$ cat src/rtl/blink_pkg.sv
// blink_pkg: shared definitions for the two-LED blink controller.
//   - blinkModeT : mode encoding (OFF=0, SLOW=1, FAST=2, ALT=3, ON=4)
//   - nextMode() : press-event successor OFF->SLOW->FAST->ALT->ON->OFF
//   - cntWidth() : bits needed for a counter that must hold 0..maxVal
package blink_pkg;

   typedef enum logic [2:0] {
      MODE_OFF  = 3'd0,
      MODE_SLOW = 3'd1,
      MODE_FAST = 3'd2,
      MODE_ALT  = 3'd3,
      MODE_ON   = 3'd4
   } blinkModeT;

   function automatic blinkModeT nextMode(input blinkModeT cur);
      blinkModeT nxt;
      case (cur)
         MODE_OFF:  nxt = MODE_SLOW;
         MODE_SLOW: nxt = MODE_FAST;
         MODE_FAST: nxt = MODE_ALT;
         MODE_ALT:  nxt = MODE_ON;
         default:   nxt = MODE_OFF;
      endcase
      return nxt;
   endfunction

   // Never returns less than 1 so a degenerate range still yields a legal vector.
   function automatic int cntWidth(input int maxVal);
      int w;
      w = $clog2(maxVal + 1);
      return (w < 1) ? 1 : w;
   endfunction

endpackage

$ cat src/rtl/blink_debounce.sv
// blink_debounce: button synchronizer, tick-driven debouncer and press-edge detector.
// Ports:
//   inCLK      system clock
//   inRESET    asynchronous active-low reset
//   inBTN      raw push button, active-low, asynchronous to inCLK
//   inTICK     1 ms tick pulse from the prescaler
//   outLEVEL   debounced button state, 1 = pressed
//   outPRESS   one-cycle pulse on the debounced released->pressed transition
module blink_debounce
   import blink_pkg::*;
#(
   parameter int DEBOUNCE_MS = 20
) (
   input  logic inCLK,
   input  logic inRESET,
   input  logic inBTN,
   input  logic inTICK,
   output logic outLEVEL,
   output logic outPRESS
);

   localparam int CW = cntWidth(DEBOUNCE_MS);

   logic          syncA;
   logic          syncB;
   logic          pressedLvl;
   logic          stateReg;
   logic [CW-1:0] cntReg;
   logic          pressReg;

   // Button idles high, so the synchronizer resets to the released level.
   assign pressedLvl = ~syncB;

   always_ff @(posedge inCLK or negedge inRESET) begin
      if (!inRESET) begin
         syncA    <= 1'b1;
         syncB    <= 1'b1;
         stateReg <= 1'b0;
         cntReg   <= '0;
         pressReg <= 1'b0;
      end else begin
         syncA    <= inBTN;
         syncB    <= syncA;
         pressReg <= 1'b0;
         if (inTICK) begin
            if (pressedLvl == stateReg) begin
               cntReg <= '0;
            end else if (cntReg == CW'(DEBOUNCE_MS - 1)) begin
               // This tick is the DEBOUNCE_MS-th disagreeing one: accept the new level.
               cntReg   <= '0;
               stateReg <= ~stateReg;
               pressReg <= ~stateReg;   // only the released->pressed flip is an event
            end else begin
               cntReg <= cntReg + CW'(1);
            end
         end
      end
   end

   assign outLEVEL = stateReg;
   assign outPRESS = pressReg;

endmodule

$ cat src/rtl/blink_mode_ctrl.sv
// blink_mode_ctrl: push-button mode controller for the two-LED blinker.
// Steps OFF->SLOW->FAST->ALT->ON->OFF on each debounced press and blinks the
// LEDs from a run-time selected half-period driven by a free-running 1 ms prescaler.
// Ports:
//   inCLK      system clock
//   inRESET    asynchronous active-low reset
//   inBTN      push button, active-low, asynchronous
//   outLED0    LED 0, active-high, registered
//   outLED1    LED 1, active-high, registered
//   outMODE    current mode encoding, registered
// Optional feature macro: BLINK_LONGPRESS_EN -- holding the button for LONG_MS
// ticks forces the mode back to OFF once per hold.
module blink_mode_ctrl
   import blink_pkg::*;
#(
   parameter int TICK_DIV    = 50000,
   parameter int DEBOUNCE_MS = 20,
   parameter int SLOW_MS     = 500,
   parameter int FAST_MS     = 100,
   parameter int LONG_MS     = 1500
) (
   input  logic       inCLK,
   input  logic       inRESET,
   input  logic       inBTN,
   output logic       outLED0,
   output logic       outLED1,
   output logic [2:0] outMODE
);

   localparam int TW = cntWidth(TICK_DIV - 1);
   localparam int PW = cntWidth((SLOW_MS > FAST_MS) ? SLOW_MS : FAST_MS);

   logic [TW-1:0] tickCnt;
   logic          tick;
   logic          dbLevel;
   logic          pressEvt;
   logic          forceOff;
   blinkModeT     modeReg;
   logic [PW-1:0] phaseCnt;
   logic          phase;
   logic [PW-1:0] halfLast;
   logic          blinking;

   // Free-running prescaler; deliberately not realigned on mode changes.
   always_ff @(posedge inCLK or negedge inRESET) begin
      if (!inRESET) begin
         tickCnt <= '0;
      end else if (tickCnt == TW'(TICK_DIV - 1)) begin
         tickCnt <= '0;
      end else begin
         tickCnt <= tickCnt + TW'(1);
      end
   end

   assign tick = (tickCnt == TW'(TICK_DIV - 1));

   blink_debounce #(
      .DEBOUNCE_MS (DEBOUNCE_MS)
   ) uDebounce (
      .inCLK    (inCLK),
      .inRESET  (inRESET),
      .inBTN    (inBTN),
      .inTICK   (tick),
      .outLEVEL (dbLevel),
      .outPRESS (pressEvt)
   );

`ifdef BLINK_LONGPRESS_EN
   localparam int HW = cntWidth(LONG_MS);

   logic [HW-1:0] holdCnt;
   logic          longPulse;

   // Counter saturates at LONG_MS so the override fires only once per hold.
   always_ff @(posedge inCLK or negedge inRESET) begin
      if (!inRESET) begin
         holdCnt   <= '0;
         longPulse <= 1'b0;
      end else begin
         longPulse <= 1'b0;
         if (!dbLevel) begin
            holdCnt <= '0;
         end else if (tick && (holdCnt != HW'(LONG_MS))) begin
            holdCnt <= holdCnt + HW'(1);
            if (holdCnt == HW'(LONG_MS - 1)) begin
               longPulse <= 1'b1;
            end
         end
      end
   end

   assign forceOff = longPulse;
`else
   // Without long-press the debounced level and LONG_MS have no consumer.
   localparam int unusedLongMs = LONG_MS;
   logic unusedLevel;
   assign unusedLevel = dbLevel;
   assign forceOff    = 1'b0;
`endif

   assign blinking = (modeReg == MODE_SLOW) || (modeReg == MODE_FAST) || (modeReg == MODE_ALT);
   assign halfLast = (modeReg == MODE_FAST) ? PW'(FAST_MS - 1) : PW'(SLOW_MS - 1);

   // Mode FSM, phase counter and registered LED/mode decode.
   always_ff @(posedge inCLK or negedge inRESET) begin
      if (!inRESET) begin
         modeReg  <= MODE_OFF;
         phaseCnt <= '0;
         phase    <= 1'b0;
         outLED0  <= 1'b0;
         outLED1  <= 1'b0;
         outMODE  <= 3'd0;
      end else begin
         if (forceOff || pressEvt) begin
            // A mode change outranks a coincident phase wrap.
            modeReg  <= forceOff ? MODE_OFF : nextMode(modeReg);
            phaseCnt <= '0;
            phase    <= 1'b1;
         end else if (blinking) begin
            if (tick) begin
               if (phaseCnt == halfLast) begin
                  phaseCnt <= '0;
                  phase    <= ~phase;
               end else begin
                  phaseCnt <= phaseCnt + PW'(1);
               end
            end
         end else begin
            phaseCnt <= '0;
            phase    <= 1'b1;
         end

         case (modeReg)
            MODE_SLOW, MODE_FAST: begin
               outLED0 <= phase;
               outLED1 <= phase;
            end
            MODE_ALT: begin
               outLED0 <= phase;
               outLED1 <= ~phase;
            end
            MODE_ON: begin
               outLED0 <= 1'b1;
               outLED1 <= 1'b1;
            end
            default: begin
               outLED0 <= 1'b0;
               outLED1 <= 1'b0;
            end
         endcase
         outMODE <= modeReg;
      end
   end

endmodule

$ cat config.mk
export PLATFORM = sky130hd
export DESIGN_NAME = blink_mode_ctrl
export DESIGN_NICKNAME = d
export VERILOG_FILES = /design/src/rtl/blink_pkg.sv /design/src/rtl/blink_debounce.sv /design/src/rtl/blink_mode_ctrl.sv
export SDC_FILE = /design/constraint.sdc
export NUM_CORES = 1
export LEC_CHECK = 0
export ABC_AREA = 1
export CORE_UTILIZATION = 30
export CTS_CLUSTER_SIZE = 10
export DETAILED_ROUTE_END_ITERATION = 10
export SKIP_CTS_REPAIR_TIMING = 1
export SYNTH_ARGS = -nofsm -noshare
export SYNTH_HDL_FRONTEND = slang
export SYNTH_SLANG_ARGS = --single-unit
$ cat constraint.sdc
create_clock -name inCLK -period 1.7 [get_ports inCLK]
set_input_delay 0.17 -clock inCLK [delete_from_list [all_inputs] [get_ports inCLK]]
set_output_delay 0.17 -clock inCLK [all_outputs]
set_load 0.02 [all_outputs]
==> flow_summary.toml, run 1 <==
[detailed_routing]
detailroute.via_count = 1762
detail_route.drc_violations = 0
drt_first_pass_iters = 4
totalWireLength_mm = 4.03
detail-route-antenna-nets = 0
routedWlPerCell_um = 10.2
drt-vias-per-instance = 4.47
drt-initial-drc-count = 94

[floorplanning]
core_um2 = 6910
die-height_um = 87.4
initial_core_util_pct = 31.7
i_o_pin_total = 8
rows = 30
fp.dieArea_um2 = 7640
die_width_um = 87.4

[job]
max_cap_check_violation_count = 0

[critical_path]
crit_path_end_kind = "flop"
worst-endpoint-required_ps = 1920
crit_path_max_fanout = 10
timing_worst_setup_path_type = "flop to flop"
worst-endpoint-arrival_ps = 1740
setup.worst_path.start_class = "flop"

[placement]
port_buffers = 7
detailedPlacementHpwl_mm = 3.12
dp.cells = 385
placement.setup.worst_slack_ps = 117
gp_congestion = 0.895

[cells_and_area]
area.growth.synth_to_final_pct = 15.6
layout.nets = 303
drive_gt1_share_pct = 10.7
antennaDiodeCount = 0
layout.cells.non_filler = 394

[sta]
relative_slew_margins_pct = 71.5
fin_tns_setup_ps = 0
final.setup_skew_ps = 7.29
rsz_0062_raised_after_global_routing = "false"
setup_viol = 0
final_max_slew_viol_count = 0
fin_crit_ps = 1530
timing_hold_violations_final = 0
achievable_clock_frequency_mhz = 655
worst_pin_slew_ps = 424
finalCritPeriodShare_pct = 89.8
post-route-worst-setup-slack_ps = 174

[outcome]
outcome = "completed"

[global_route]
antenna_found_initial = 0
grtUsageTotal_pct = 12.2
grt_first_pass_wirelength_mm = 7.36
grt_pass1_vias = 1715
grt_remaining_overflow = 0
grt_start_max_net_pins = 19

[logic_synthesis]
ys_ff_latch = 43
netlist-cell-type-count = 27
synth-seq-area-share_pct = 49.3
yosysTopAreaCell = "sky130_fd_sc_hd__dfrtp_1"
postSynthAreaPerCell_um2 = 7.87
postSynthCellCount = 278
synth_largest_type_area_fraction_pct = 46.9
synth_nets = 284
top_cells_by_area_in_the_synthesized_netlist = "sky130_fd_sc_hd__dfrtp_1, sky130_fd_sc_hd__nand2_1, sky130_fd_sc_hd__inv_1"
mappedNetlistArea_um2 = 2190
ys_warn_count = 0

[clocking]
cts_tree = "yes"
cts_root_buf = "sky130_fd_sc_hd__clkbuf_8"
h-tree-depth = 2
worstSkewPairLatency_ps = 290
clockBufferDepth = 2
clk_pin_slew_worst_paths_ps = 80
numClockSinks = 43
cts_buffers = 5

[min_path]
holdCritPathClass = "input pin to flop"

[power]
power.leakage_uw = 0.00129
power_density_nw_per_um2 = 743
vdd_drop_max_uv = 284
## layer usage
layer / track usage (%) / part of all wire (%) / up-vias
li1: - / - / 907
met1: 15.5 / 48 / 812
met2: 20.0 / 47 / 37
met3: 2.75 / 4.0 / 6
met4: 4.77 / 1.5 / 0
met5: 0 / 0 / -
## worst paths after layout
kind                                 start              end  slack, ps  cells past startpoint
setup / recovery                tickCnt[0]       tickCnt[8]        170                      7
hold reg to reg            uDebounce.syncA  uDebounce.syncB        360                      0
max in group asynchronous          inRESET  uDebounce.syncA        780                      3
min in group asynchronous          inRESET       tickCnt[7]        320                      2
setup reg to reg                tickCnt[0]       tickCnt[8]        170                      7
hold / removal                       inBTN  uDebounce.syncA        290                      1
## area by class of cell
class | count | area [um^2]
inverter | 45 | 170
multi-input combinational | 188 | 922
sequential | 43 | 1080
clock buffer | 6 | 82.6
clock inverter | 2 | 35.0
tap | 96 | 120
timing repair buffer | 14 | 120
fill | 737 | 4380
## cell families (layout without fill, tap and decap cells)
kind of cell,count (synthesis),count (layout),synth area share [%]
compound gates,21,21,6.06
fa+ha+maj,3,3,1.72
buf+inv,47,67,8.80
flops,43,43,49.3
simple gates,155,155,30.5
xor+xnor,9,9,3.60
## cells in the final DEF, fill, tap and decap left out
master                             n
sky130_fd_sc_hd__o22ai_1           1
sky130_fd_sc_hd__xor2_1            8
sky130_fd_sc_hd__nor2_1           38
sky130_fd_sc_hd__ha_1              3
sky130_fd_sc_hd__nand2_2           6
sky130_fd_sc_hd__xnor2_1           1
sky130_fd_sc_hd__nand2_4           1
sky130_fd_sc_hd__inv_1            43
sky130_fd_sc_hd__dlygate4sd3_1     1
sky130_fd_sc_hd__o31ai_1           1
sky130_fd_sc_hd__nand4_1           3
sky130_fd_sc_hd__o21ai_0           4
sky130_fd_sc_hd__clkinv_2          2
sky130_fd_sc_hd__dfrtp_1          41
sky130_fd_sc_hd__o21bai_1          2
sky130_fd_sc_hd__nand2_1          64
sky130_fd_sc_hd__nor2_2            4
sky130_fd_sc_hd__a21oi_1           8
sky130_fd_sc_hd__buf_2             1
sky130_fd_sc_hd__nand3_1          27
sky130_fd_sc_hd__bufinv_16         1
sky130_fd_sc_hd__clkbuf_8          6
sky130_fd_sc_hd__dfstp_2           2
sky130_fd_sc_hd__inv_2             1
sky130_fd_sc_hd__a211o_1           1
sky130_fd_sc_hd__a31o_2            1
sky130_fd_sc_hd__o21ai_1           2
sky130_fd_sc_hd__nor3_1           10
sky130_fd_sc_hd__clkdlybuf4s50_1   6
sky130_fd_sc_hd__a21oi_4           1
sky130_fd_sc_hd__buf_4             6
sky130_fd_sc_hd__nor4_1            2
## cell usage after synthesis
cell	number
sky130_fd_sc_hd__o21bai_1	2
sky130_fd_sc_hd__nor4_1	2
sky130_fd_sc_hd__nor2_2	3
sky130_fd_sc_hd__nand4_1	3
sky130_fd_sc_hd__ha_1	3
sky130_fd_sc_hd__nand2_1	65
sky130_fd_sc_hd__a211o_1	1
sky130_fd_sc_hd__nor3_1	10
sky130_fd_sc_hd__nand2_4	1
sky130_fd_sc_hd__nand2_2	5
sky130_fd_sc_hd__inv_1	43
sky130_fd_sc_hd__o21ai_0	4
sky130_fd_sc_hd__a31o_2	1
sky130_fd_sc_hd__xor2_1	8
sky130_fd_sc_hd__dfrtp_1	41
sky130_fd_sc_hd__xnor2_1	1
sky130_fd_sc_hd__a21oi_4	1
sky130_fd_sc_hd__nor2_1	39
sky130_fd_sc_hd__o31ai_1	1
sky130_fd_sc_hd__o21ai_1	2
sky130_fd_sc_hd__dfstp_2	2
sky130_fd_sc_hd__clkinv_2	1
sky130_fd_sc_hd__buf_6	2
sky130_fd_sc_hd__inv_2	1
sky130_fd_sc_hd__a21oi_1	8
sky130_fd_sc_hd__o22ai_1	1
sky130_fd_sc_hd__nand3_1	27
## worst max-delay path, stage by stage (launching register included)
cell,delay [ps]
sky130_fd_sc_hd__dfrtp_1,400
sky130_fd_sc_hd__ha_1,230
sky130_fd_sc_hd__nand3_1,130
sky130_fd_sc_hd__nor2_1,70
sky130_fd_sc_hd__nand2_2,90
sky130_fd_sc_hd__buf_4,190
sky130_fd_sc_hd__inv_1,140
sky130_fd_sc_hd__nor3_1,200
## flip-flops by register name, indices dropped and copies added, names as in the netlist
name / flops
uDebounce.outLEVEL: 1
phaseCnt: 9
uDebounce.cntReg: 5
phase: 1
uDebounce.syncA: 1
outLED1: 1
modeReg: 3
tickCnt: 16
outMODE: 3
outLED0: 1
uDebounce.outPRESS: 1
uDebounce.syncB: 1
## report_power, final
group	internal [uW]	leakage, uW	switching (uW)	total (uW)
clock	475	0.0000612	346	821
combinational	7.97	0.000656	21.4	29.3
sequential	1030	0.000574	0.866	1030
total	1510	0.00129	368	1880
## stage by stage
stage               util (%)  instance area, um^2  total power [uW]  hold slack, ps
floorplan                  -                 2190              1050            -126
global placement        34.7                 2400              1080             119
detailed placement      34.7                 2400              1080             119
CTS                     36.4                 2510              1910            -209
global route            36.6                 2530              1960             290
finish                  36.6                 2530              1880             290
(Power assumes the default switching activity.)
==> inputs of run 2 (changes only) <==
--- a/config.mk
+++ b/config.mk
@@ -9,6 +9,7 @@
 export CORE_UTILIZATION = 30
 export CTS_CLUSTER_SIZE = 10
 export DETAILED_ROUTE_END_ITERATION = 10
+export GPL_ROUTABILITY_DRIVEN = 0
 export SKIP_CTS_REPAIR_TIMING = 1
 export SYNTH_ARGS = -nofsm -noshare
 export SYNTH_HDL_FRONTEND = slang
==> results of run 2 <==
The final DEF is identical to that of run 1; final timing and power are the same.
==> inputs of run 3 (changes only) <==
--- a/config.mk
+++ b/config.mk
@@ -6,6 +6,7 @@
 export NUM_CORES = 1
 export LEC_CHECK = 0
 export ABC_AREA = 1
+export CORE_ASPECT_RATIO = 1.4
 export CORE_UTILIZATION = 30
 export CTS_CLUSTER_SIZE = 10
 export DETAILED_ROUTE_END_ITERATION = 10
==> run 3 against run 2 <==
Net effect:
- critical path depth is 1 higher
- die area hardly changed
- total power is 8.3% lower
- non-clock buffer count is 2 lower
- final cell count is 0.76% lower
- clock skew is 3.6 ps lower
- via count is 2.0% lower
- clock-buffer cell count is 1 lower
- maximum frequency is 1.4% lower
- cell area is 1.7% lower
- wire length is 0.89% lower
- register-to-register slack worse by 20 ps
==> flow_summary.toml, run 3 (synthesized netlist as in run 1, its figures left out) <==
[outcome]
outcome = "completed"

[placement]
detailedPlacementHpwl_mm = 3.15
placement.setup.worst_slack_ps = 147
dp.cells = 382
port_buffers = 7

[cells_and_area]
area.growth.synth_to_final_pct = 13.6
layout.core_utilization_pct = 35.4
layout.nets = 301
reg_top3 = "tickCnt: 16 flops, phaseCnt: 9 flops, uDebounce.cntReg: 5 flops"
fillers = 769
regMostFlops = "tickCnt"
antennaDiodeCount = 0
most_frequent_standard_cell_in_the_layout_excluding_fill_and_tap_cells = "sky130_fd_sc_hd__nand2_1"
max_reg_flops = 16
layout.cells.non_filler = 391
commonest_cells_after_routing_fill_and_taps_aside = "sky130_fd_sc_hd__nand2_1, sky130_fd_sc_hd__inv_1, sky130_fd_sc_hd__dfrtp_1, sky130_fd_sc_hd__nor2_1, sky130_fd_sc_hd__nand3_1"
drive_gt1_share_pct = 9.80

[sta]
holdWs_ps = 292
final_max_slew_viol_count = 0
final.setup_skew_ps = 3.69
timing_hold_violations_final = 0
setup_viol = 0
rsz_0062_raised_after_global_routing = "false"
finalCritPeriodShare_pct = 91.1
fin_tns_setup_ps = 0
post-route-worst-setup-slack_ps = 151
achievable_clock_frequency_mhz = 646
worst_pin_slew_ps = 496
fin_crit_ps = 1550
relative_slew_margins_pct = 66.6

[critical_path]
worst-endpoint-required_ps = 1890
worst-endpoint-arrival_ps = 1740
timing_worst_setup_path_type = "flop to flop"
crit_path_end_kind = "flop"
crit_path_max_fanout = 4
setup.worst_path.start_class = "flop"

[global_route]
grt_pass1_vias = 1714
grt_remaining_overflow = 0
grtUsageTotal_pct = 12.4
grt_first_pass_wirelength_mm = 7.26
grt_start_max_net_pins = 16
antenna_found_initial = 0

[floorplanning]
die-height_um = 103
initial_core_util_pct = 31.1
rows = 36
die_width_um = 74.2
fp.dieArea_um2 = 7640
core_um2 = 7030
i_o_pin_total = 8

[power]
power.leakage_uw = 0.00126
power_density_nw_per_um2 = 693
vdd_drop_max_uv = 369

[clocking]
worstSkewPairLatency_ps = 290
clockBufferDepth = 2
clk_pin_slew_worst_paths_ps = 80
cts_buffers = 5
h-tree-depth = 2
cts_root_buf = "sky130_fd_sc_hd__clkbuf_8"
cts_tree = "yes"
numClockSinks = 43

[detailed_routing]
totalWireLength_mm = 4.00
detail-route-antenna-nets = 0
detailroute.via_count = 1727
detail_route.drc_violations = 0
drt-vias-per-instance = 4.42
routedWlPerCell_um = 10.2
drt_first_pass_iters = 4
drt-initial-drc-count = 80

[job]
max_cap_check_violation_count = 0

[min_path]
holdCritPathClass = "input pin to flop"
run 3: critical path, stage by stage, from the launching register on:
cell	delay [ps]
sky130_fd_sc_hd__dfrtp_1	380
sky130_fd_sc_hd__ha_1	190
sky130_fd_sc_hd__nand2_1	60
sky130_fd_sc_hd__inv_1	70
sky130_fd_sc_hd__nand2_1	100
sky130_fd_sc_hd__nor4_1	400
sky130_fd_sc_hd__nand3_1	120
sky130_fd_sc_hd__nand2_1	90
sky130_fd_sc_hd__nor2_1	40
run 3: layout make-up:
class | count | area [um^2] | area share [%]
clock buffer | 5 | 68.8 | 2.77
clock inverter | 3 | 23.8 | 0.957
inverter | 45 | 170 | 6.85
multi-input combinational | 188 | 920 | 37.0
sequential | 43 | 1080 | 43.4
tap | 95 | 119 | 4.78
timing repair buffer | 12 | 105 | 4.23
run 3: path summary, 6_finish.rpt:
kind | start | to | slack (ps) | depth (start not counted)
setup / recovery | tickCnt[0] | tickCnt[14] | 150 | 8
hold / removal | inBTN | uDebounce.syncA | 290 | 1
setup reg to reg | tickCnt[0] | tickCnt[14] | 150 | 8
hold reg to reg | uDebounce.syncA | uDebounce.syncB | 360 | 0
max in group asynchronous | inRESET | uDebounce.syncB | 810 | 3
min in group asynchronous | inRESET | tickCnt[7] | 300 | 2
run 3: through the flow:
stage	total power [uW]	instance area, um^2
global placement	1080	2380
floorplan	1050	2190
detailed placement	1080	2380
global route	1800	2480
finish	1720	2480
CTS	1760	2470
run 3: power by group:
| group | switching (uW) | total (uW) | internal (uW) | leakage, uW |
|---|---|---|---|---|
| Sequential | 1.08 | 1030 | 1030 | 0.000574 |
| Combinational | 22.0 | 30.0 | 7.98 | 0.000645 |
| Clock | 370 | 664 | 294 | 0.0000408 |
run 3: routing by layer:
metal  global-route usage [%]  up-vias  routed length (um)
li1                         -      904                   -
met1                     13.3      793                1660
met2                     23.0       21                2150
met3                     2.15        9                  75
met4                     6.21        0                 110
met5                        0        -                   0
